File: config.mk
export PLATFORM = sky130hd
export DESIGN_NAME = minibyte_ctrl
export DESIGN_NICKNAME = d
export VERILOG_FILES = /design/src/rtl/minibyte_pkg.sv /design/src/rtl/minibyte_ctrl.sv
export SDC_FILE = /design/constraint.sdc
export NUM_CORES = 1
export LEC_CHECK = 0
export CAP_MARGIN = 20
export CORE_MARGIN = 5
export CORE_UTILIZATION = 40
export DETAILED_ROUTE_END_ITERATION = 12
export GPL_TIMING_DRIVEN = 0
export PLACE_DENSITY = 0.73
export SLEW_MARGIN = 10
export SYNTH_ARGS = -nofsm -noshare
export SYNTH_HDL_FRONTEND = slang
export SYNTH_SLANG_ARGS = --single-unit
File: constraint.sdc
create_clock -name clk_in -period 3.9 [get_ports clk_in]
set_input_delay 0.78 -clock clk_in [delete_from_list [all_inputs] [get_ports clk_in]]
set_output_delay 0.78 -clock clk_in [all_outputs]
set_load 0.05 [all_outputs]
File: src/rtl/minibyte_pkg.sv
// -----------------------------------------------------------------------------
// minibyte_pkg
// Shared definitions for the minibyte CPU control path: sequencer state
// encoding, ALU operation codes, opcode values and small decode helpers.
// Imported by minibyte_ctrl and usable by the CPU top.
// -----------------------------------------------------------------------------
package minibyte_pkg;

   typedef enum logic [1:0] {
      S_FETCH = 2'd0,
      S_OPER  = 2'd1,
      S_EXEC  = 2'd2,
      S_HALT  = 2'd3
   } state_t;

   typedef enum logic [2:0] {
      ALU_PASSB = 3'd0,
      ALU_ADD   = 3'd1,
      ALU_SUB   = 3'd2,
      ALU_AND   = 3'd3,
      ALU_OR    = 3'd4,
      ALU_XOR   = 3'd5,
      ALU_PASSA = 3'd6,
      ALU_RSVD  = 3'd7
   } alu_op_t;

   localparam logic [3:0] OP_NOP = 4'h0;
   localparam logic [3:0] OP_LDI = 4'h1;
   localparam logic [3:0] OP_LDA = 4'h2;
   localparam logic [3:0] OP_STA = 4'h3;
   localparam logic [3:0] OP_ADD = 4'h4;
   localparam logic [3:0] OP_SUB = 4'h5;
   localparam logic [3:0] OP_AND = 4'h6;
   localparam logic [3:0] OP_OR  = 4'h7;
   localparam logic [3:0] OP_XOR = 4'h8;
   localparam logic [3:0] OP_JMP = 4'h9;
   localparam logic [3:0] OP_BZ  = 4'hA;
   localparam logic [3:0] OP_BN  = 4'hB;
   localparam logic [3:0] OP_HLT = 4'hF;

   // 0xC..0xE have no defined behaviour.
   function automatic logic is_illegal(input logic [3:0] op);
      return (op == 4'hC) || (op == 4'hD) || (op == 4'hE);
   endfunction

   // Instructions that go through S_EXEC: operand is a memory address in M.
   function automatic logic is_mem_op(input logic [3:0] op);
      return (op >= OP_LDA) && (op <= OP_XOR);
   endfunction

   // ALU operation for the two-operand arithmetic/logic instructions.
   function automatic alu_op_t alu_for_op(input logic [3:0] op);
      alu_op_t r;
      case (op)
         OP_ADD:  r = ALU_ADD;
         OP_SUB:  r = ALU_SUB;
         OP_AND:  r = ALU_AND;
         OP_OR:   r = ALU_OR;
         OP_XOR:  r = ALU_XOR;
         default: r = ALU_PASSB;
      endcase
      return r;
   endfunction

endpackage

File: src/rtl/minibyte_ctrl.sv
// -----------------------------------------------------------------------------
// minibyte_ctrl
// Instruction sequencer for the minibyte CPU datapath. Fetches opcode and
// operand bytes from memory read data, holds the instruction register and the
// registered Z/N flags, and drives every datapath strobe, the ALU op and the
// memory write strobe.
//
// Ports
//   clk_in        clock, all state on rising edge
//   rst_in        asynchronous active-low reset
//   en_in         1: advance, 0: stall (state held, all strobes 0)
//   data_in[7:0]  memory read data (opcode/operand source)
//   flag_z_in     ALU zero flag of the current ALU result
//   flag_n_in     ALU negative flag of the current ALU result
//   ctrl_set_a    load A from main bus
//   ctrl_set_m    load M from main bus
//   ctrl_set_pc   load PC from main bus
//   ctrl_inc_pc   increment PC
//   ctrl_addr_mux 0: addr=PC, 1: addr=M
//   ctrl_alu_op   ALU operation select
//   we_out        memory write strobe (data = A)
//   halted_out    1 while halted
// -----------------------------------------------------------------------------
module minibyte_ctrl
   import minibyte_pkg::*;
#(
   parameter bit HALT_ON_ILLEGAL = 1'b1
) (
   input  logic       clk_in,
   input  logic       rst_in,
   input  logic       en_in,
   input  logic [7:0] data_in,
   input  logic       flag_z_in,
   input  logic       flag_n_in,
   output logic       ctrl_set_a,
   output logic       ctrl_set_m,
   output logic       ctrl_set_pc,
   output logic       ctrl_inc_pc,
   output logic       ctrl_addr_mux,
   output logic [2:0] ctrl_alu_op,
   output logic       we_out,
   output logic       halted_out
);

   state_t     state_reg, state_next;
   logic [3:0] ir_reg, ir_next;
   logic       z_reg, z_next;
   logic       n_reg, n_next;

   logic       set_a_raw, set_m_raw, set_pc_raw, inc_pc_raw;
   logic       addr_mux_raw, we_raw;
   alu_op_t    alu_op_raw;
   logic       active;
   logic [3:0] opcode;

   // Only the high nibble carries the opcode.
   logic       unused_low_nibble;
   assign unused_low_nibble = ^data_in[3:0];
   assign opcode            = data_in[7:4];

   // Strobes are suppressed while stalled and while reset is asserted, so a
   // reset mid-cycle drops them immediately rather than at the next edge.
   assign active = en_in & rst_in;

   always_comb begin
      state_next   = state_reg;
      ir_next      = ir_reg;
      z_next       = z_reg;
      n_next       = n_reg;
      set_a_raw    = 1'b0;
      set_m_raw    = 1'b0;
      set_pc_raw   = 1'b0;
      inc_pc_raw   = 1'b0;
      addr_mux_raw = 1'b0;
      we_raw       = 1'b0;
      alu_op_raw   = ALU_PASSB;

      case (state_reg)
         S_FETCH: begin
            inc_pc_raw = 1'b1;
            ir_next    = opcode;
            if (opcode == OP_HLT || (HALT_ON_ILLEGAL && is_illegal(opcode)))
               state_next = S_HALT;
            else if (opcode == OP_NOP || is_illegal(opcode))
               state_next = S_FETCH;
            else
               state_next = S_OPER;
         end

         S_OPER: begin
            // Operand byte is on the bus via ALU PASSB.
            state_next = S_FETCH;
            case (ir_reg)
               OP_LDI: begin
                  set_a_raw  = 1'b1;
                  inc_pc_raw = 1'b1;
               end
               OP_JMP: set_pc_raw = 1'b1;
               // Branches test the registered flags, not the live ALU flags.
               OP_BZ: begin
                  set_pc_raw = z_reg;
                  inc_pc_raw = ~z_reg;
               end
               OP_BN: begin
                  set_pc_raw = n_reg;
                  inc_pc_raw = ~n_reg;
               end
               default: begin
                  if (is_mem_op(ir_reg)) begin
                     set_m_raw  = 1'b1;
                     inc_pc_raw = 1'b1;
                     state_next = S_EXEC;
                  end
               end
            endcase
         end

         S_EXEC: begin
            addr_mux_raw = 1'b1;
            state_next   = S_FETCH;
            case (ir_reg)
               OP_LDA: set_a_raw = 1'b1;
               OP_STA: begin
                  alu_op_raw = ALU_PASSA;
                  we_raw     = 1'b1;
               end
               default: begin
                  set_a_raw  = 1'b1;
                  alu_op_raw = alu_for_op(ir_reg);
               end
            endcase
         end

         S_HALT: state_next = S_HALT;

         default: state_next = S_FETCH;
      endcase

      // Flags track whatever value lands in A.
      if (set_a_raw) begin
         z_next = flag_z_in;
         n_next = flag_n_in;
      end
   end

   always_ff @(posedge clk_in or negedge rst_in) begin
      if (!rst_in) begin
         state_reg <= S_FETCH;
         ir_reg    <= 4'h0;
         z_reg     <= 1'b0;
         n_reg     <= 1'b0;
      end else if (en_in) begin
         state_reg <= state_next;
         ir_reg    <= ir_next;
         z_reg     <= z_next;
         n_reg     <= n_next;
      end
   end

   assign ctrl_set_a    = set_a_raw    & active;
   assign ctrl_set_m    = set_m_raw    & active;
   assign ctrl_set_pc   = set_pc_raw   & active;
   assign ctrl_inc_pc   = inc_pc_raw   & active;
   assign ctrl_addr_mux = addr_mux_raw & active;
   assign we_out        = we_raw       & active;
   assign ctrl_alu_op   = active ? alu_op_raw : ALU_PASSB;
   assign halted_out    = (state_reg == S_HALT) & rst_in;

endmodule

==> summary.md, run 1 <==
| Metric | Value |
|---|---|
| First-pass GRT wire length | `between 2000 and 3000 µm` |
| Synth area leaders | `dfrtp_1 31%, mux2_1 11%, ha_1 7.8%, a21oi_1 6.3%, nand3_1 3.1%` |
| Avg WL per Cell | `approximately 14 µm` |
| Post-Synthesis Cell Area | `between 600 and 700 µm²` |
| Placed Cells | `104` |
| Critical path arrival | `approximately 3.0 ns` |
| PostCTS Resize Cnt | `0` |
| Num rows | `14` |
| Netlist cell types | `32` |
| Max Cap Viol | `0` |
| Chip height | `about 50 µm` |
| Synth top area share | `0.3131` |
| Die width | `about 50 µm` |
| CTS buffer count | `3` |
| Non-filler cells in the finished layout | `between 100 and 150` |
| # DRC | `0` |
| Clk buf depth | `2` |
| Gr usage total | `0.1328` |
| Worst setup SP type | `primary input` |
| Synthesized instance count | `71` |
| Crit Path Class | `primary input to output port` |
| Post-synthesis net count | `88` |
| Vias in the first global route | `between 500 and 600` |
| Final min period | `between 3 and 4 ns` |
| Post-Syn Area per Cell | `9.005 µm²` |
| DRT iter0 DRCs | `13` |
| Maximum vdd drop | `around 350 µV` |
| Hold Crit Class | `flip-flop to flip-flop` |
| Largest delay contributor family on the critical path | `buffers and inverters` |
| Core area | `approximately 1500 µm²` |
| Clock transition at the registers of the reported paths | `approximately 0.05 ns` |
| CTS Sinks | `8` |
| Nets | `110` |
| Setup crit end kind | `output port` |
| Total Wirelength | `approximately 1500 µm` |
| WP data required | `3.12 ns` |
| Postcts setup bufs | `0` |
| Slowest library cell on the worst path | `clkdlybuf4s50_1` |
| Worst-Skew Late Latency | `around 0.26 ns` |
| Slew @ Worst Pin | `slightly above 0.5 ns` |
| CTS tree | `yes` |
| Unrepaired setup endpoints after global routing | `no` |
| CP peak stage delay | `between 0.8 and 0.9 ns` |
| I/O pin cnt | `23` |
| Via count | `roughly 610` |
| Fin. max-slew vios | `0` |
| P per Cell Area | `~700 nW/µm²` |
| Yosys reg bits | `8` |
| Layout cells sized above 1 | `0.1099` |
| Max FFs per register | `4` |
| Residual overflow from global routing | `0` |
| Yosys top cell by area | `dfrtp_1` |
| Vias per inst | `5.720` |
| Final hold violation count | `0` |
| Clock skew | `approximately 0.0025 ns` |
| Crit-path max FO | `13` |
| Sequential share of the synthesized area | `0.3131` |
| Area Growth Syn to Fin | `33.46%` |
| Crit-path cells | `clkdlybuf4s50_1 > nand3_1 > a2111oi_1 > clkdlybuf4s50_1` |
| Initial Util | `0.4244` |
| CTS Hold Bufs | `0` |
| Post-route ant nets | `0` |
| Setup TNS Final | `0 ns` |
| Fillers | `139` |
| Largest net degree at the start of global routing | `14` |
| Die area | `between 2000 and 2500 µm²` |
| Setup violators final | `0` |
| Max Fclk | `0.2668 GHz` |
| Antenna diode count | `0` |
| Final HPWL DP | `1149 µm` |
| Detailed Routing Iterations Pass 1 | `4` |
| Outcome | `finished clean` |
| H-tree levels | `1` |
| Syn. warnings | `0` |
| Period utilization | `0.9612` |
| Most frequent CP cell | `clkdlybuf4s50_1` |
| Leakage power | `0.3559 nW` |
| RePlAce Congestion | `about 0.8` |
| Max_slew headroom | `0.6537` |
| Critical path buffers and inverters | `2` |
| Root Buffer | `clkbuf_4` |
| PortBufs | `17` |
| Antenna violations before repair | `0` |
==> synth_stat cells <==
| cell | count |
|---|---|
| o21a_1 | 1 |
| nand3b_1 | 1 |
| buf_6 | 1 |
| nand4_1 | 1 |
| nor3_1 | 2 |
| nor3b_1 | 1 |
| and3b_1 | 1 |
| buf_2 | 3 |
| and2_1 | 1 |
| xor2_1 | 1 |
| inv_1 | 5 |
| nor2_1 | 5 |
| a31oi_1 | 1 |
| or4b_4 | 1 |
| nand3_1 | 4 |
| and4bb_1 | 1 |
| o21bai_1 | 1 |
| a2111oi_0 | 1 |
| o21ai_1 | 1 |
| nor4_1 | 1 |
| mux2_2 | 1 |
| dfrtp_1 | 8 |
| nand2_1 | 4 |
| clkbuf_1 | 1 |
| ha_1 | 4 |
| o31ai_1 | 1 |
| nand4bb_1 | 1 |
| mux2_1 | 6 |
| a21oi_1 | 8 |
| or3_1 | 1 |
| o2111ai_1 | 1 |
| a21boi_2 | 1 |
==> layout by cell type, fill, tap and decap left out, types with 2 or more instances in the layout <==
cell type and instances:
nor3_1 2, clkdlybuf4s50_1 17, nand3_1 4, buf_2 3
ha_1 4, dfrtp_1 8, clkbuf_4 3, nand2_1 4
a21oi_1 8, mux2_1 6, nor2_1 5, inv_1 5
==> stage by stage <==
step | power, mW | utilization | hold WS [ns] | cell area, µm² | setup WS (ns)
floorplan | 0.4457 | - | 0.4644 | 640.6 | 0.1955
global placement | 0.5248 | 0.5515 | 0.4833 | 830.8 | 0.1386
detailed placement | 0.5358 | 0.5515 | 0.4935 | 830.8 | 0.1447
CTS | 0.6037 | 0.5664 | 0.5064 | 853.3 | 0.1425
global route | 0.6600 | 0.5664 | 0.5129 | 853.3 | 0.03769
finish | 0.6013 | 0.5664 | 0.5002 | 853.3 | 0.1513
==> where the power goes <==
part	internal, mW	total [mW]	switching (mW)
logic	0.163	0.381	0.217
registers	0.126	0.156	0.0300
clock network	0.0353	0.0642	0.0289
total	0.325	0.601	0.276
==> metal layers <==
| metal | wire, µm | part of all wire | vias to the layer above | track usage |
|---|---|---|---|---|
| li1 | - | - | 301 | - |
| met4 | 36 | 0.024 | 0 | 0.07860 |
| met1 | 646 | 0.44 | 281 | 0.1777 |
| met5 | 0 | 0 | - | 0 |
| met3 | 108 | 0.073 | 5 | 0.03012 |
| met2 | 682 | 0.46 | 25 | 0.1904 |
==> logic make-up (layout without fill, tap and decap cells) <==
| group | after synthesis | after routing | share of synthesized area |
|---|---|---|---|
| AOI/OAI and AO/OA | 16 | 16 | 0.1605 |
| xor gates and xnor gates | 1 | 1 | 0.01370 |
| adders and majority gates | 4 | 4 | 0.07828 |
| buffers and inverters | 10 | 30 | 0.07631 |
| DFF | 8 | 8 | 0.3131 |
| muxes | 7 | 7 | 0.1233 |
| and+or+nand+nor | 25 | 25 | 0.2349 |
==> final cells by class <==
class,instances,area (µm²),area share
Buffer,5,30.03,0.03519
Clock buffer,3,22.52,0.02639
Inverter,5,18.77,0.02199
Multi-Input combinational cell,53,391.6,0.4589
Sequential cell,8,200.2,0.2346
Tap cell,16,20.02,0.02346
Timing Repair Buffer,17,170.2,0.1994
==> final timing paths <==
| path | slack, ns | start | end | depth (start not counted) |
|---|---|---|---|---|
| max | 0.15 | rst_in | ctrl_set_pc | 4 |
| min | 0.50 | z_reg | z_reg | 1 |
| max reg2reg | 2.27 | state_reg[1] | z_reg | 5 |
| min reg2reg | 0.50 | z_reg | z_reg | 1 |
| max in group asynchronous | 2.69 | rst_in | ir_reg[3] | 1 |
| min in group asynchronous | 0.87 | rst_in | state_reg[0] | 1 |
Note: power is estimated with default switching activity, not from simulation.
==> run 2, diff against run 1 <==
clock period = 4 ns   (was 3.9 ns; I/O delays follow)
==> results of run 2 <==
Same layout as run 1 (identical final DEF). Status: finished clean.
Among the figures that moved: setup slack after placement 0.1447 ns -> 0.2047 ns; setup slack after layout 0.1513 ns -> 0.2113 ns; register-to-register setup slack 2.27 ns -> 2.37 ns; total power 0.6013 mW -> 0.5863 mW; worst IR drop on VDD 345.0 µV -> 336.4 µV
